$ cat config.mk
export PLATFORM = sky130hd
export DESIGN_NAME = hazard_ctrl
export DESIGN_NICKNAME = d
export VERILOG_FILES = /design/src/rtl/hazard_ctrl.sv
export SDC_FILE = /design/constraint.sdc
export NUM_CORES = 1
export LEC_CHECK = 0
export ABC_AREA = 1
export ABC_CLOCK_PERIOD_IN_PS = 3850
export BUFFER_PORTS_ARGS = -buffer_cell sky130_fd_sc_hd__buf_2
export CORE_ASPECT_RATIO = 0.7
export CORE_MARGIN = 8
export CORE_UTILIZATION = 40
export CTS_CLUSTER_SIZE = 20
export DETAILED_ROUTE_END_ITERATION = 7
export GPL_TIMING_DRIVEN = 0
export PLACE_DENSITY = 0.59
export SKIP_CTS_REPAIR_TIMING = 1
export SYNTH_ARGS = -nofsm -noshare
export SYNTH_HDL_FRONTEND = slang
export SYNTH_SLANG_ARGS = --single-unit
$ cat constraint.sdc
create_clock -name clk -period 3.85 [get_ports clk]
set_input_delay 0.5775 -clock clk [delete_from_list [all_inputs] [get_ports clk]]
set_output_delay 0.5775 -clock clk [all_outputs]
set_load 0.1 [all_outputs]
$ cat src/rtl/hazard_ctrl.sv
// Pipeline hazard controller for a 5-stage MIPS core.
// Tracks the producer of each in-flight instruction through E/M/W in shadow registers
// and derives the D-stage stall/bubble plus the D, E and M forwarding-mux selects.
module hazard_ctrl #(
    parameter int unsigned TW = 2,
    parameter int unsigned RW = 5
) (
    input  logic          clk,
    input  logic          rst_n,
    input  logic [RW-1:0] d_r_new,
    input  logic [RW-1:0] d_r_use1,
    input  logic [RW-1:0] d_r_use2,
    input  logic [TW-1:0] d_t_new,
    input  logic [TW-1:0] d_t_use1,
    input  logic [TW-1:0] d_t_use2,
    input  logic          d_md,
    input  logic          d_md_start,
    input  logic          md_busy,
    output logic          stall,
    output logic          flush_e,
    output logic [1:0]    fwd_d1,
    output logic [1:0]    fwd_d2,
    output logic [1:0]    fwd_e1,
    output logic [1:0]    fwd_e2,
    output logic          fwd_m2
);

    // Shadow copies of the producer/consumer info for the instructions in E, M and W.
    logic [RW-1:0] e_r_new, e_r_use1, e_r_use2;
    logic [TW-1:0] e_t_new;
    logic          e_md_start;
    logic [RW-1:0] m_r_new, m_r_use2;
    logic [TW-1:0] m_t_new;
    logic [RW-1:0] w_r_new;
    logic [TW-1:0] w_t_new;

    // Register 0 is hard-wired, so it never creates a dependency.
    function automatic logic hit(input logic [RW-1:0] src, input logic [RW-1:0] dst);
        return (src != '0) && (dst == src);
    endfunction

    function automatic logic [TW-1:0] dec_sat(input logic [TW-1:0] t);
        return (t == '0) ? '0 : t - TW'(1);
    endfunction

    // Nearest producer wins; a newer producer that is not ready yet masks older ready ones.
    function automatic logic [1:0] sel_d(input logic [RW-1:0] src,
                                         input logic [RW-1:0] e_rn, input logic [TW-1:0] e_tn,
                                         input logic [RW-1:0] m_rn, input logic [TW-1:0] m_tn,
                                         input logic [RW-1:0] w_rn, input logic [TW-1:0] w_tn);
        if (hit(src, e_rn)) return (e_tn == '0) ? 2'd1 : 2'd0;
        if (hit(src, m_rn)) return (m_tn == '0) ? 2'd2 : 2'd0;
        if (hit(src, w_rn)) return (w_tn == '0) ? 2'd3 : 2'd0;
        return 2'd0;
    endfunction

    function automatic logic [1:0] sel_e(input logic [RW-1:0] src,
                                         input logic [RW-1:0] m_rn, input logic [TW-1:0] m_tn,
                                         input logic [RW-1:0] w_rn, input logic [TW-1:0] w_tn);
        if (hit(src, m_rn)) return (m_tn == '0) ? 2'd2 : 2'd0;
        if (hit(src, w_rn)) return (w_tn == '0) ? 2'd3 : 2'd0;
        return 2'd0;
    endfunction

    // Shadow pipeline: M/W always advance so hazards drain; E takes a bubble while stalled.
    always_ff @(posedge clk or negedge rst_n) begin
        if (!rst_n) begin
            e_r_new    <= '0;
            e_r_use1   <= '0;
            e_r_use2   <= '0;
            e_t_new    <= '0;
            e_md_start <= 1'b0;
            m_r_new    <= '0;
            m_r_use2   <= '0;
            m_t_new    <= '0;
            w_r_new    <= '0;
            w_t_new    <= '0;
        end else begin
            m_r_new  <= e_r_new;
            m_r_use2 <= e_r_use2;
            m_t_new  <= dec_sat(e_t_new);
            w_r_new  <= m_r_new;
            w_t_new  <= dec_sat(m_t_new);
            if (stall) begin
                e_r_new    <= '0;
                e_r_use1   <= '0;
                e_r_use2   <= '0;
                e_t_new    <= '0;
                e_md_start <= 1'b0;
            end else begin
                e_r_new    <= d_r_new;
                e_r_use1   <= d_r_use1;
                e_r_use2   <= d_r_use2;
                e_t_new    <= d_t_new;
                e_md_start <= d_md_start;
            end
        end
    end

    // Stall when a producer's result arrives later than the D instruction needs it,
    // or when HI/LO is occupied by a running or just-issued mult/div.
    always_comb begin
        stall = 1'b0;
        if (hit(d_r_use1, e_r_new) && (e_t_new > d_t_use1)) stall = 1'b1;
        if (hit(d_r_use1, m_r_new) && (m_t_new > d_t_use1)) stall = 1'b1;
        if (hit(d_r_use1, w_r_new) && (w_t_new > d_t_use1)) stall = 1'b1;
        if (hit(d_r_use2, e_r_new) && (e_t_new > d_t_use2)) stall = 1'b1;
        if (hit(d_r_use2, m_r_new) && (m_t_new > d_t_use2)) stall = 1'b1;
        if (hit(d_r_use2, w_r_new) && (w_t_new > d_t_use2)) stall = 1'b1;
        if (d_md && (md_busy || e_md_start)) stall = 1'b1;
    end

    assign flush_e = stall;

    // Forwarding selects for the D, E and M operand muxes.
    always_comb begin
        fwd_d1 = sel_d(d_r_use1, e_r_new, e_t_new, m_r_new, m_t_new, w_r_new, w_t_new);
        fwd_d2 = sel_d(d_r_use2, e_r_new, e_t_new, m_r_new, m_t_new, w_r_new, w_t_new);
        fwd_e1 = sel_e(e_r_use1, m_r_new, m_t_new, w_r_new, w_t_new);
        fwd_e2 = sel_e(e_r_use2, m_r_new, m_t_new, w_r_new, w_t_new);
        fwd_m2 = hit(m_r_use2, w_r_new) && (w_t_new == '0);
    end

endmodule

==> results by stage <==
Placed design:
- Routability-driven placement finished with a final weighted congestion of 0.847.
- The post-detailed-placement half-perimeter wirelength is 4800 µm.
- Input and output buffers added on the ports amount to 34.
- At the placement stage, the worst setup path has a slack of 797 ps.

Setup path:
- The endpoint identified for the worst register-to-register timing path is e_r_use2[2]$_DFF_PN0_.
- The start point of the critical path is d_t_use2[1].
- In this run the register-to-register setup slack is 2090 ps.
- The worst register-to-register path has a depth of 9.
- The worst-path maximum fanout is 11.
- The nature of the critical path startpoint is an input pin.
- At the worst endpoint, the arrival time is 2460 ps.
- The required time of the critical path is 3270 ps.
- The category of the critical setup timing path is in2out.
- The worst register-to-register path begins at m_t_new[1]$_DFF_PN0_.
- The critical path ends at stall.
- The worst setup path is captured at an output pin.

Timing:
- The number of max-slew violations in the final report is 0.
- The worst path in the final design needs a cycle of 3040 ps, including I/O delays and setup.
- The worst slew margin relative to its limit is 43.1%.
- For the pin with the worst max-slew slack, the measured transition is 854 ps.
- Based on the critical path, the design can be clocked at up to 329 MHz.
- The final critical-path share of the clock period is 78.9%.
- The post-route setup TNS is 0 ps.
- Setup repair after global routing left no endpoint under its margin.
- The minimum hold slack is 379 ps.
- On the final layout, the worst clock skew is 9.54 ps.
- Across all setup checks in the final design, the least slack found is 811 ps.
- The number of setup violations in the final report is 0.
- The hold violation count in the final report is 0.

GRT:
- The first global-routing pass estimated 10500 µm of wire.
- The overall routing resource usage is 14.4%.
- The number of antenna violations at the first check in global routing is 0.
- The maximum number of pins on one net before global-route repair is 38.
- The number of global-route vias before repair was 2084.
- The final global-route overflow total is 0.

Clock network:
- TritonCTS built the clock tree.
- In this run, CTS created clock tree buffers numbering 5.
- The tree is rooted in a sky130_fd_sc_hd__clkbuf_8.
- The maximum root-to-sink buffer count is 2.
- The number of sinks driven by the clock tree is 37.
- The later pin in the worst-skew pair is clocked with a latency of 290 ps.
- The clock slew seen by the registers of the worst setup and hold paths is 70 ps.
- CTS built an H-tree with a depth of 2.

Die:
- The die covers 0.00917 mm².
- The width of the die is 111 µm.
- For this design the top-level I/O count stands at 37.
- The initial utilization of the core area, before any placement, comes to 40.9%.
- The die is 82.6 µm tall.
- The floorplan has 24 rows.
- The area inside the core boundary is 0.00619 mm².

Layout:
- In the layout the commonest cells are sky130_fd_sc_hd__nand2_1 (76), sky130_fd_sc_hd__inv_1 (50), sky130_fd_sc_hd__dfrtp_1 (37).
- The net count reported at finish is 406.
- Leaving out fill and tap cells, the most frequent cell in the layout is sky130_fd_sc_hd__nand2_1.
- The fraction of layout instances using a drive strength above 1 is 21.5%.
- 0 antenna diodes ended up in the layout.
- The count of fill cells added during filler insertion is 628.
- From synthesis to final layout, the design area changed by 14.0%.

Pwr:
- VDD sags by at most 0.183 mV.
- In this run the static leakage power is 1.54 nW.
- Total power for the finished layout comes to 1.10 mW.
- For this design the ratio of total power to cell area is 383 mW/mm².

Routing:
- Wires add up to 5920 µm.
- The wire length per cell is 13.3 µm.
- In this run the remaining antenna-violating nets after routing total 0.
- Across all layers, the routed design uses 2059 vias.
- The first detailed-routing pass ran for 4 iterations.
- After the first detailed-routing iteration, the DRC count stood at 110.
- The post-detailed-route via-to-cell ratio is 4.62.
- The post-route DRC violation count is 0.

Logic synthesis:
- Summing every instance area after synthesis gives 0.00253 mm².
- The synthesized instance count is 327.
- The average cell area after synthesis is 7.74 µm².
- The share of synthesized area occupied by flip-flops and latches is 36.6%.
- In this run, distinct cell masters in the synthesized netlist total 32.
- The number of nets handed over by synthesis was 365.
- In this run, synthesis produced a sequential element count of 37.
- Yosys printed 0 warnings.

Hold path:
- The startpoint of the most critical hold path is m_r_new[4]$_DFF_PN0_.
- Along the worst hold path, the cell count comes to 0.
- The type of the worst min-delay path is reg2reg.

Job:
- The number of max-cap violations is 0.

Run status:
- The run finished with clean final reports.
-- flip-flops by register name, indices dropped and copies added, names as in the netlist --
| signal | count |
|---|---|
| e_r_use1 | 5 |
| e_md_start | 1 |
| m_r_new | 5 |
| m_r_use2 | 5 |
| e_r_new | 5 |
| m_t_new | 2 |
| e_r_use2 | 5 |
| w_r_new | 5 |
| w_t_new | 2 |
| e_t_new | 2 |
-- cell families (layout without fill, tap and decap cells) --
| group | count (synthesis) | in the layout | synth area share (%) |
|---|---|---|---|
| flip-flops | 37 | 37 | 36.6 |
| buffers and inverters | 65 | 106 | 11.1 |
| adder cells (fa/ha/maj) | 12 | 12 | 5.93 |
| AO/OA/AOI/OAI | 21 | 21 | 4.65 |
| XOR/XNOR | 31 | 31 | 10.7 |
| AND/OR/NAND/NOR | 161 | 161 | 31.0 |
-- how the worst min path moves through the flow --
stage                                end  slack, ps
floorplan           e_md_start$_DFF_PN0_        280
global placement    w_r_new[4]$_DFF_PN0_        360
detailed placement  w_r_new[4]$_DFF_PN0_        360
CTS                 w_r_new[4]$_DFF_PN0_        380
global route        w_r_new[4]$_DFF_PN0_        390
finish              w_r_new[4]$_DFF_PN0_        380
-- power by group --
part | switching [mW] | internal [mW] | leakage [nW]
clock | 0.131 | 0.142 | 0.0443
sequential | 0.0401 | 0.424 | 0.468
combinational | 0.248 | 0.120 | 1.03
-- through the flow --
| step | utilization [%] | cell area [µm²] | instances |
|---|---|---|---|
| 2_1_floorplan | - | 2530 | 327 |
| 3_3_place_gp | 45.2 | 2800 | 439 |
| 3_5_place_dp | 45.2 | 2800 | 439 |
| 4_1_cts | 46.6 | 2890 | 446 |
| 5_1_grt | 46.6 | 2890 | 446 |
| 6_report | 46.6 | 2890 | 446 |
-- cell usage after synthesis, drive strengths merged --
| cell type | n | area (µm²) |
|---|---|---|
| nor2 | 45 | 254 |
| dfrtp | 37 | 926 |
| and3 | 1 | 6.26 |
| inv | 57 | 214 |
| nand4 | 5 | 31.3 |
| o2111ai | 2 | 17.5 |
| nand3 | 18 | 105 |
| a21oi | 12 | 60.1 |
| o21ai | 6 | 33.8 |
| xnor2 | 22 | 193 |
| nand2 | 80 | 315 |
| nor3 | 7 | 40.0 |
| clkbuf | 2 | 10.0 |
| xor2 | 9 | 78.8 |
| nor4 | 1 | 6.26 |
| o22ai | 1 | 6.26 |
| buf | 6 | 56.3 |
| ha | 12 | 150 |
| and2 | 1 | 6.26 |
| nor3b | 2 | 15.0 |
| or2 | 1 | 6.26 |
-- per-layer routing --
layer,vias to the layer above,part of all wire (%),global-route usage (%)
met5,-,0,0
met4,0,1.2,4.77
met3,7,5.7,4.18
met2,52,40,20.6
met1,909,53,20.2
li1,1091,-,-
-- worst max-delay path: stages --
cell and delay, ps:
sky130_fd_sc_hd__buf_2 70, sky130_fd_sc_hd__inv_1 80, sky130_fd_sc_hd__ha_1 310, sky130_fd_sc_hd__a21oi_1 70, sky130_fd_sc_hd__a21oi_1 220, sky130_fd_sc_hd__nand3_2 90
sky130_fd_sc_hd__nand2_1 110, sky130_fd_sc_hd__nor2_4 50, sky130_fd_sc_hd__nand2_4 150, sky130_fd_sc_hd__buf_12 190, sky130_fd_sc_hd__buf_4 120, sky130_fd_sc_hd__buf_2 410
-- cell type report --
type                    instances  area [µm²]  area share [%]
multi-input cells             225        1330            45.9
inverters                      57         214            7.42
repair buffers                 34         170            5.90
plain buffers                   8        66.3            2.30
clock buffers                   7        86.3            2.99
well taps                      78        97.6            3.38
flip-flops and latches         37         926            32.1
No activity file was read; power rests on OpenSTA's default activity.
